$ cat src/rtl/uart_pkg.sv
// rtl/uart_pkg.sv - shared UART receiver/transmitter types, constants and baud divisor helper
package uart_pkg;

    localparam int OVERSAMPLE = 16;

    typedef enum logic [2:0] {
        ST_IDLE,
        ST_START,
        ST_DATA,
        ST_STOP,
        ST_BREAK
    } rx_state_t;

    // Rounded clk cycles per oversample tick.
    function automatic int div_calc(input longint clk_freq, input longint baud);
        longint os_rate;
        os_rate = baud * longint'(OVERSAMPLE);
        return int'((clk_freq + baud * longint'(OVERSAMPLE / 2)) / os_rate);
    endfunction

endpackage

$ cat src/rtl/uart_rx_if.sv
// rtl/uart_rx_if.sv - received-byte valid/ready handshake and status flags
interface uart_rx_if #(
    parameter int DATA_BITS = 8
);
    logic [DATA_BITS-1:0] rx_data;
    logic                 rx_valid;
    logic                 rx_ready;
    logic                 rx_busy;
    logic                 frame_err;
    logic                 overrun;

    modport master (
        output rx_data, rx_valid, rx_busy, frame_err, overrun,
        input  rx_ready
    );

    modport slave (
        input  rx_data, rx_valid, rx_busy, frame_err, overrun,
        output rx_ready
    );
endinterface

$ cat src/rtl/uart_baud_tick.sv
// rtl/uart_baud_tick.sv - oversample tick generator, counts 0..DIV-1 with synchronous clear
module uart_baud_tick #(
    parameter int DIV = 54
) (
    input  logic clk,
    input  logic rst,
    input  logic i_clr,
    output logic o_tick
);
    localparam int CNT_W = (DIV > 1) ? $clog2(DIV) : 1;
    localparam logic [CNT_W-1:0] LAST = CNT_W'(DIV - 1);

    logic [CNT_W-1:0] r_cnt;

    always_ff @(posedge clk or posedge rst) begin
        if (rst) begin
            r_cnt <= '0;
        end else if (i_clr || (r_cnt == LAST)) begin
            r_cnt <= '0;
        end else begin
            r_cnt <= r_cnt + CNT_W'(1);
        end
    end

    assign o_tick = (r_cnt == LAST);
endmodule

$ cat src/rtl/uart_rx.sv
// rtl/uart_rx.sv - 8N1 UART receiver, 16x oversampling, mid-bit sampling, valid/ready output
module uart_rx
    import uart_pkg::*;
#(
    parameter int CLK_FREQ  = 100000000,
    parameter int BAUD      = 115200,
    parameter int DATA_BITS = 8
) (
    input  logic      clk,
    input  logic      rst,
    input  logic      rxd,
    uart_rx_if.master bus
);
    localparam int DIV = div_calc(longint'(CLK_FREQ), longint'(BAUD));
    localparam logic [2:0] LAST_BIT = 3'(DATA_BITS - 1);

    logic [1:0]           r_rst_pipe;
    logic                 w_rst;
    logic                 r_sync1, r_sync2, w_rxd_s;
    rx_state_t            r_state, w_state_next;
    logic [3:0]           r_sample;
    logic [2:0]           r_bit_idx;
    logic [DATA_BITS-1:0] r_shift, r_data;
    logic                 r_deliver, r_valid, r_frame_err, r_overrun;
    logic                 w_tick, w_clr, w_enter_data, w_shift_en, w_stop_ok, w_stop_bad;

    // Reset asserts immediately but releases on a clock edge.
    always_ff @(posedge clk or posedge rst) begin
        if (rst) r_rst_pipe <= 2'b11;
        else     r_rst_pipe <= {r_rst_pipe[0], 1'b0};
    end
    assign w_rst = r_rst_pipe[1];

    always_ff @(posedge clk or posedge w_rst) begin
        if (w_rst) begin
            r_sync1 <= 1'b1;
            r_sync2 <= 1'b1;
        end else begin
            r_sync1 <= rxd;
            r_sync2 <= r_sync1;
        end
    end
    assign w_rxd_s = r_sync2;

    uart_baud_tick #(.DIV(DIV)) u_tick (
        .clk    (clk),
        .rst    (w_rst),
        .i_clr  (w_clr),
        .o_tick (w_tick)
    );

    always_ff @(posedge clk or posedge w_rst) begin
        if (w_rst) r_state <= ST_IDLE;
        else       r_state <= w_state_next;
    end

    always_comb begin
        w_state_next = r_state;
        w_clr        = 1'b0;
        w_enter_data = 1'b0;
        w_shift_en   = 1'b0;
        w_stop_ok    = 1'b0;
        w_stop_bad   = 1'b0;
        case (r_state)
            ST_IDLE: begin
                if (!w_rxd_s) begin
                    w_clr        = 1'b1;
                    w_state_next = ST_START;
                end
            end
            ST_START: begin
                if (w_tick && (r_sample == 4'd7)) begin
                    if (!w_rxd_s) begin
                        w_enter_data = 1'b1;
                        w_state_next = ST_DATA;
                    end else begin
                        w_state_next = ST_IDLE;
                    end
                end
            end
            ST_DATA: begin
                if (w_tick && (r_sample == 4'd15)) begin
                    w_shift_en = 1'b1;
                    if (r_bit_idx == LAST_BIT) w_state_next = ST_STOP;
                end
            end
            ST_STOP: begin
                if (w_tick && (r_sample == 4'd15)) begin
                    if (w_rxd_s) begin
                        w_stop_ok    = 1'b1;
                        w_state_next = ST_IDLE;
                    end else begin
                        w_stop_bad   = 1'b1;
                        w_state_next = ST_BREAK;
                    end
                end
            end
            ST_BREAK: begin
                if (w_rxd_s) w_state_next = ST_IDLE;
            end
            default: w_state_next = ST_IDLE;
        endcase
    end

    always_ff @(posedge clk or posedge w_rst) begin
        if (w_rst) begin
            r_sample  <= '0;
            r_bit_idx <= '0;
            r_shift   <= '0;
        end else begin
            if (w_clr || w_enter_data) r_sample <= '0;
            else if (w_tick)           r_sample <= r_sample + 4'd1;

            if (w_enter_data)    r_bit_idx <= '0;
            else if (w_shift_en) r_bit_idx <= r_bit_idx + 3'd1;

            if (w_shift_en) r_shift <= {w_rxd_s, r_shift[DATA_BITS-1:1]};
        end
    end

    // A new byte may replace the held one only if the consumer takes the old one this cycle.
    always_ff @(posedge clk or posedge w_rst) begin
        if (w_rst) begin
            r_deliver   <= 1'b0;
            r_frame_err <= 1'b0;
            r_overrun   <= 1'b0;
            r_valid     <= 1'b0;
            r_data      <= '0;
        end else begin
            r_deliver   <= w_stop_ok;
            r_frame_err <= w_stop_bad;
            r_overrun   <= r_deliver && r_valid && !bus.rx_ready;
            if (r_deliver && (!r_valid || bus.rx_ready)) begin
                r_data  <= r_shift;
                r_valid <= 1'b1;
            end else if (r_valid && bus.rx_ready) begin
                r_valid <= 1'b0;
            end
        end
    end

    assign bus.rx_data   = r_data;
    assign bus.rx_valid  = r_valid;
    assign bus.rx_busy   = (r_state != ST_IDLE);
    assign bus.frame_err = r_frame_err;
    assign bus.overrun   = r_overrun;
endmodule

$ cat src/flat_wrapper.sv
// flat-port wrapper written by rule: the top's interface ports become plain ports
module uart_rx_flat import uart_pkg::*;
#(
    parameter int CLK_FREQ  = 100000000,
    parameter int BAUD      = 115200,
    parameter int DATA_BITS = 8
)
  (clk, rst, rxd, bus_rx_data, bus_rx_valid, bus_rx_busy, bus_frame_err, bus_overrun, bus_rx_ready);
  uart_rx_if #(.DATA_BITS(DATA_BITS)) bus_i ();
  input  logic clk;
  input  logic rst;
  input  logic rxd;
  output wire logic [$bits(bus_i.rx_data)-1:0] bus_rx_data;
  output wire logic [$bits(bus_i.rx_valid)-1:0] bus_rx_valid;
  output wire logic [$bits(bus_i.rx_busy)-1:0] bus_rx_busy;
  output wire logic [$bits(bus_i.frame_err)-1:0] bus_frame_err;
  output wire logic [$bits(bus_i.overrun)-1:0] bus_overrun;
  input wire logic [$bits(bus_i.rx_ready)-1:0] bus_rx_ready;
  assign bus_rx_data = bus_i.rx_data;
  assign bus_rx_valid = bus_i.rx_valid;
  assign bus_rx_busy = bus_i.rx_busy;
  assign bus_frame_err = bus_i.frame_err;
  assign bus_overrun = bus_i.overrun;
  assign bus_i.rx_ready = bus_rx_ready;
  uart_rx #(.CLK_FREQ(CLK_FREQ), .BAUD(BAUD), .DATA_BITS(DATA_BITS)) u_core (.clk(clk), .rst(rst), .rxd(rxd), .bus(bus_i));
endmodule
$ cat config.mk
export PLATFORM = sky130hd
export DESIGN_NAME = uart_rx_flat
export DESIGN_NICKNAME = d
export VERILOG_FILES = /design/src/rtl/uart_pkg.sv /design/src/rtl/uart_rx_if.sv /design/src/rtl/uart_baud_tick.sv /design/src/rtl/uart_rx.sv /design/src/flat_wrapper.sv
export SDC_FILE = /design/constraint.sdc
export NUM_CORES = 1
export LEC_CHECK = 0
export ABC_AREA = 1
export BUFFER_PORTS_ARGS = -buffer_cell sky130_fd_sc_hd__buf_4
export CAP_MARGIN = 20
export CORE_MARGIN = 2
export CORE_UTILIZATION = 62
export CTS_CLUSTER_SIZE = 10
export DETAILED_ROUTE_END_ITERATION = 10
export PLACE_DENSITY = 0.86
export SLEW_MARGIN = 25
export SYNTH_ARGS = -nofsm -noshare
export SYNTH_HDL_FRONTEND = slang
export SYNTH_HIERARCHICAL = 1
export SYNTH_SLANG_ARGS = --single-unit
$ cat constraint.sdc
create_clock -name clk -period 1.6 [get_ports clk]
set_input_delay 0.32 -clock clk [delete_from_list [all_inputs] [get_ports clk]]
set_output_delay 0.32 -clock clk [all_outputs]
set_load 0.05 [all_outputs]
==> flow_results.org <==
** Die
- Measured along the x axis, the die boundary spans between 50 and 60 µm.
- Height of the die :: 57.2 µm
- The die covers 3270 µm².
- Initial core utilization :: between 60 and 70%
- In this run the standard cell core region covers around 2700 µm².
- Row generation in the floorplan step produced 19 rows.
- 16 I/O pins were placed.

** STA
- Max-slew violation count :: 0
- Final min period :: between 1.5 and 2 ns
- Final hold slack :: ~0.064 ns
- Setup violations remaining at the end of the flow were counted as 16.
- After layout, the worst setup slack is -0.103 ns.
- Final worst path period share :: 106%
- Final worst clock skew :: 0.00593 ns
- Final number of hold-violating endpoints :: 0
- Setup repair after global routing could not meet its margin everywhere.
- Max frequency :: just under 0.6 GHz

** Critical path
- Crit end category :: flip-flop
- In this design, the stage delay of the slowest critical-path cell is 0.42 ns.
- The critical path in this run is classified as reg -> reg.
- In this run the worst path has a maximum fanout of 3.
- Cell family with most CP delay :: simple AND/OR/NAND/NOR gates
- Critical Path, Cell by Cell :: inv_2 -> ha_4 -> nand3b_1 -> nor2_4 -> buf_4 -> nand3_4 -> nor2_4 -> nor2_1 -> nor2_1 -> nand3_1 -> nand2_1
- Arrival @ worst endpoint :: roughly 2 ns
- STA puts the critical path data required time at 1.90 ns.
- The slowest stage of the critical path belongs to the cell sky130_fd_sc_hd__dfrtp_1.
- Buffering stage count on the worst path with inverters included :: 2
- STA classifies the critical path startpoint as a flip-flop.

** Routing
- Post-route ant nets :: 0
- Post-detailed-routing wire length :: 3.79 mm
- Number of violations reported at the end of detailed-routing iteration 0 :: just over 60
- In the final routed layout, each cell accounts on average for around 15 µm.
- After detailed routing, the number of vias per cell comes to approximately 5.5.
- Residual DRC count :: 0
- Via count of the routed design :: approximately 1400
- Total iterations of the first detailed-routing run :: 4

** Logic synthesis
- Post-synthesis instance total :: about 190
- By area the synthesized netlist is led by sky130_fd_sc_hd__dfrtp_1, sky130_fd_sc_hd__nand2_1, sky130_fd_sc_hd__dfstp_2.
- Register area share after synthesis :: a little under three fifths
- Number of warnings issued by yosys :: 6
- Synthesized area divided by synthesized cell count :: 9.27 µm²
- The netlist uses 27 different library cells.
- Largest area contributor in the synthesized netlist :: sky130_fd_sc_hd__dfrtp_1
- Commonest cells in the netlist :: sky130_fd_sc_hd__nand2_1, sky130_fd_sc_hd__dfrtp_1, sky130_fd_sc_hd__nor2_1
- In this run, synthesis inferred 0 flip-flops with an integrated enable.
- Of the post-synthesis cell area, the dominant cell type holds 51.4%.
- After synthesis the cells add up to 1750 µm².
- Fraction of registers with async set/reset :: 100%
- When the netlist entered floorplanning its net count stood at between 150 and 200.
- In the synthesized netlist the dominant register cell turns out to be sky130_fd_sc_hd__dfrtp_1.
- Most instantiated library cell after synthesis :: sky130_fd_sc_hd__nand2_1
- The synthesized design contains 40 register bits.

** Cells and area
- Number of fill cells in the layout :: between 150 and 200
- With fillers left out, the area of the finished cells amounts to 2170 µm².
- Post-layout utilization of the core :: 80.1%
- For this run, the post-layout net count is 231.
- Fraction of final layout cells sized beyond drive strength 1 :: between 20% and 30%
- The repair_antennas step left the layout with diodes totalling 0.
- Compared with the post-synthesis result, the final layout area differs by 23.9%.

** Clocking
- Clock transition at the register clock pins on the worst setup and hold paths after CTS :: roughly 0.11 ns
- Max clock buf depth :: 2
- Insertion delay to the later sink of the worst-skew pair :: around 0.36 ns
- TritonCTS buffer count :: 5
- Root buffer selected by CTS :: sky130_fd_sc_hd__clkbuf_4
- Counting every sink on the clock net gives 40.
- The H-tree was split into 2 levels.
- TritonCTS built the clock tree.

** Run
- The tool flagged a number of max-cap violations equal to 0.

** Place
- Hpwl dp :: around 2.5 mm
- Quantity of I/O buffers inserted on ports :: 15
- Standard cell area after detailed placement :: a little under 2000 µm²
- Worst setup slack after placement :: -0.0892 ns
- Last weighted congestion value of the routability-driven placer :: 0.855

** Global route
- Global routing used 26.1% of the available tracks across all layers.
- Global routing used 31.0% of the available met1 tracks.
- Global routing finished with a remaining overflow of 0.
- Grt peak-use layer :: met2
- Entering global routing, the biggest net connects 33 pins.
- The number of global-route vias before repair was roughly 1400.
- The first global-routing pass estimated approximately 6.3 mm of wire.
- Global routing met3 resource utilization :: under 10%
- Met2 Resource Use GR :: a little over two fifths
- Initial antenna violation count :: 0

** Outcome
- The flow ran to the end, but the final reports show violations.
- The checks that failed: negative setup slack.

** Power and ir drop
- Leak pwr :: approximately 0.0011 µW
- The worst-case IR drop observed on VDD is 1.21 mV.
- Ratio of total power to cell area :: 1240 nW/µm²
- The design draws around 2700 µW.

** Min path
- The worst hold path belongs to the class in -> reg.
layout make-up:
class | instances | area (µm²) | share of cell area, %
clock buffer | 5 | 37.5 | 1.73
clock inverter | 2 | 60.1 | 2.77
inverter | 25 | 96.3 | 4.44
multi-input combinational | 123 | 727 | 33.5
sequential | 40 | 1010 | 46.3
tap | 31 | 38.8 | 1.79
timing repair buffer | 27 | 205 | 9.45
what timing repair did:
item / in CTS / in global routing
hold endpoints to repair: 2 / 0
hold buffers: 1 / 0
cloned: 1 / 0
endpoints found under the setup margin: 10 / 20
buffers inserted: 1 / 3
pin swaps: 6 / 7
gates resized for setup: 11 / 14
worst reg2reg max path, delay by kind of cell, from the launching register on:
| family | cells | cell delay [ns] |
|---|---|---|
| DFF | 1 | 0.42 |
| adders and majority gates | 1 | 0.12 |
| and+or+nand+nor | 8 | 0.88 |
| buffers and inverters | 2 | 0.23 |
cell usage in the layout, fill, tap and decap left out, types with 2 or more instances in the layout:
| cell type | Yosys | routed |
|---|---|---|
| sky130_fd_sc_hd__nand3_4 | 0 | 2 |
| sky130_fd_sc_hd__nor2_2 | 2 | 3 |
| sky130_fd_sc_hd__nor2_4 | 1 | 3 |
| sky130_fd_sc_hd__inv_1 | 24 | 22 |
| sky130_fd_sc_hd__nand2_2 | 1 | 4 |
| sky130_fd_sc_hd__dfstp_2 | 4 | 4 |
| sky130_fd_sc_hd__nor3_1 | 2 | 2 |
| sky130_fd_sc_hd__nor2_1 | 25 | 22 |
| sky130_fd_sc_hd__o21ai_0 | 12 | 7 |
| sky130_fd_sc_hd__ha_1 | 5 | 4 |
| sky130_fd_sc_hd__nand3_1 | 13 | 10 |
| sky130_fd_sc_hd__xor2_1 | 3 | 3 |
| sky130_fd_sc_hd__nand2_1 | 40 | 36 |
| sky130_fd_sc_hd__clkbuf_4 | 0 | 5 |
| sky130_fd_sc_hd__mux2_2 | 2 | 2 |
| sky130_fd_sc_hd__inv_2 | 1 | 2 |
| sky130_fd_sc_hd__dfrtp_1 | 36 | 36 |
| sky130_fd_sc_hd__bufinv_16 | 0 | 2 |
| sky130_fd_sc_hd__o21ai_1 | 7 | 11 |
| sky130_fd_sc_hd__buf_4 | 0 | 26 |
| sky130_fd_sc_hd__nand2_4 | 1 | 3 |
routing by layer:
metal	part of all wire, %	vias up
li1	-	659
met1	38	669
met2	52	46
met3	5.4	17
met4	4.0	0
met5	0	-
report_power, final:
group          internal (µW)  leakage [µW]  switching, µW
sequential              1090      0.000537           94.2
clock                    478     0.0000513            320
combinational            287      0.000537            432
total                   1860       0.00112            846
stage by stage:
| stage | instances | TNS (ns) |
|---|---|---|
| final | 253 | -1.07 |
| after CTS | 250 | -0.194 |
| after floorplan | 189 | 0 |
| after detailed placement | 240 | -0.345 |
| after global placement | 240 | 0 |
| after global routing | 253 | -2.31 |
state kept, by name (all words and copies together) (netlist names), 2 cells and up:
| name | flops |
|---|---|
| u_core/bus.rx_data | 8 |
| u_core/r_rst_pipe | 2 |
| u_core/u_tick/r_cnt | 6 |
| u_core/r_bit_idx | 3 |
| u_core/r_shift | 8 |
| u_core/r_sample | 4 |
| u_core/r_state | 3 |
kinds of logic (layout without fill, tap and decap cells):
| kind of cell | after synthesis | in the layout | share of synthesized area [%] |
|---|---|---|---|
| and+or+nand+nor | 86 | 87 | 21.0 |
| muxes | 3 | 3 | 1.86 |
| other | 1 | 1 | 0.214 |
| buffers and inverters | 27 | 59 | 6.21 |
| adders and majority gates | 5 | 5 | 3.57 |
| DFF | 40 | 40 | 57.4 |
| AOI/OAI and AO/OA | 23 | 23 | 7.71 |
| xor gates and xnor gates | 4 | 4 | 2.00 |
final timing paths:
kind / startpoint / endpoint / slack (ns) / depth (start not counted)
max reg2reg: u_core/u_tick/r_cnt[1]$_DFF_PP0_ / u_core/r_state[1]$_DFFE_PP0P_ / -0.10 / 11
max: u_core/u_tick/r_cnt[1]$_DFF_PP0_ / u_core/r_state[1]$_DFFE_PP0P_ / -0.10 / 11
max in group asynchronous: u_core/r_rst_pipe[1]$_DFF_PP1_ / u_core/r_sync2$_DFF_PP1_ / 0.91 / 2
min in group asynchronous: u_core/r_rst_pipe[1]$_DFF_PP1_ / u_core/u_tick/r_cnt[5]$_DFF_PP0_ / 0.19 / 1
min reg2reg: u_core/r_rst_pipe[1]$_DFF_PP1_ / u_core/u_tick/r_cnt[5]$_DFF_PP0_ / 0.19 / 1
min: rxd / u_core/r_sync1$_DFF_PP1_ / 0.06 / 1
Power figures use the tool's default switching activity.
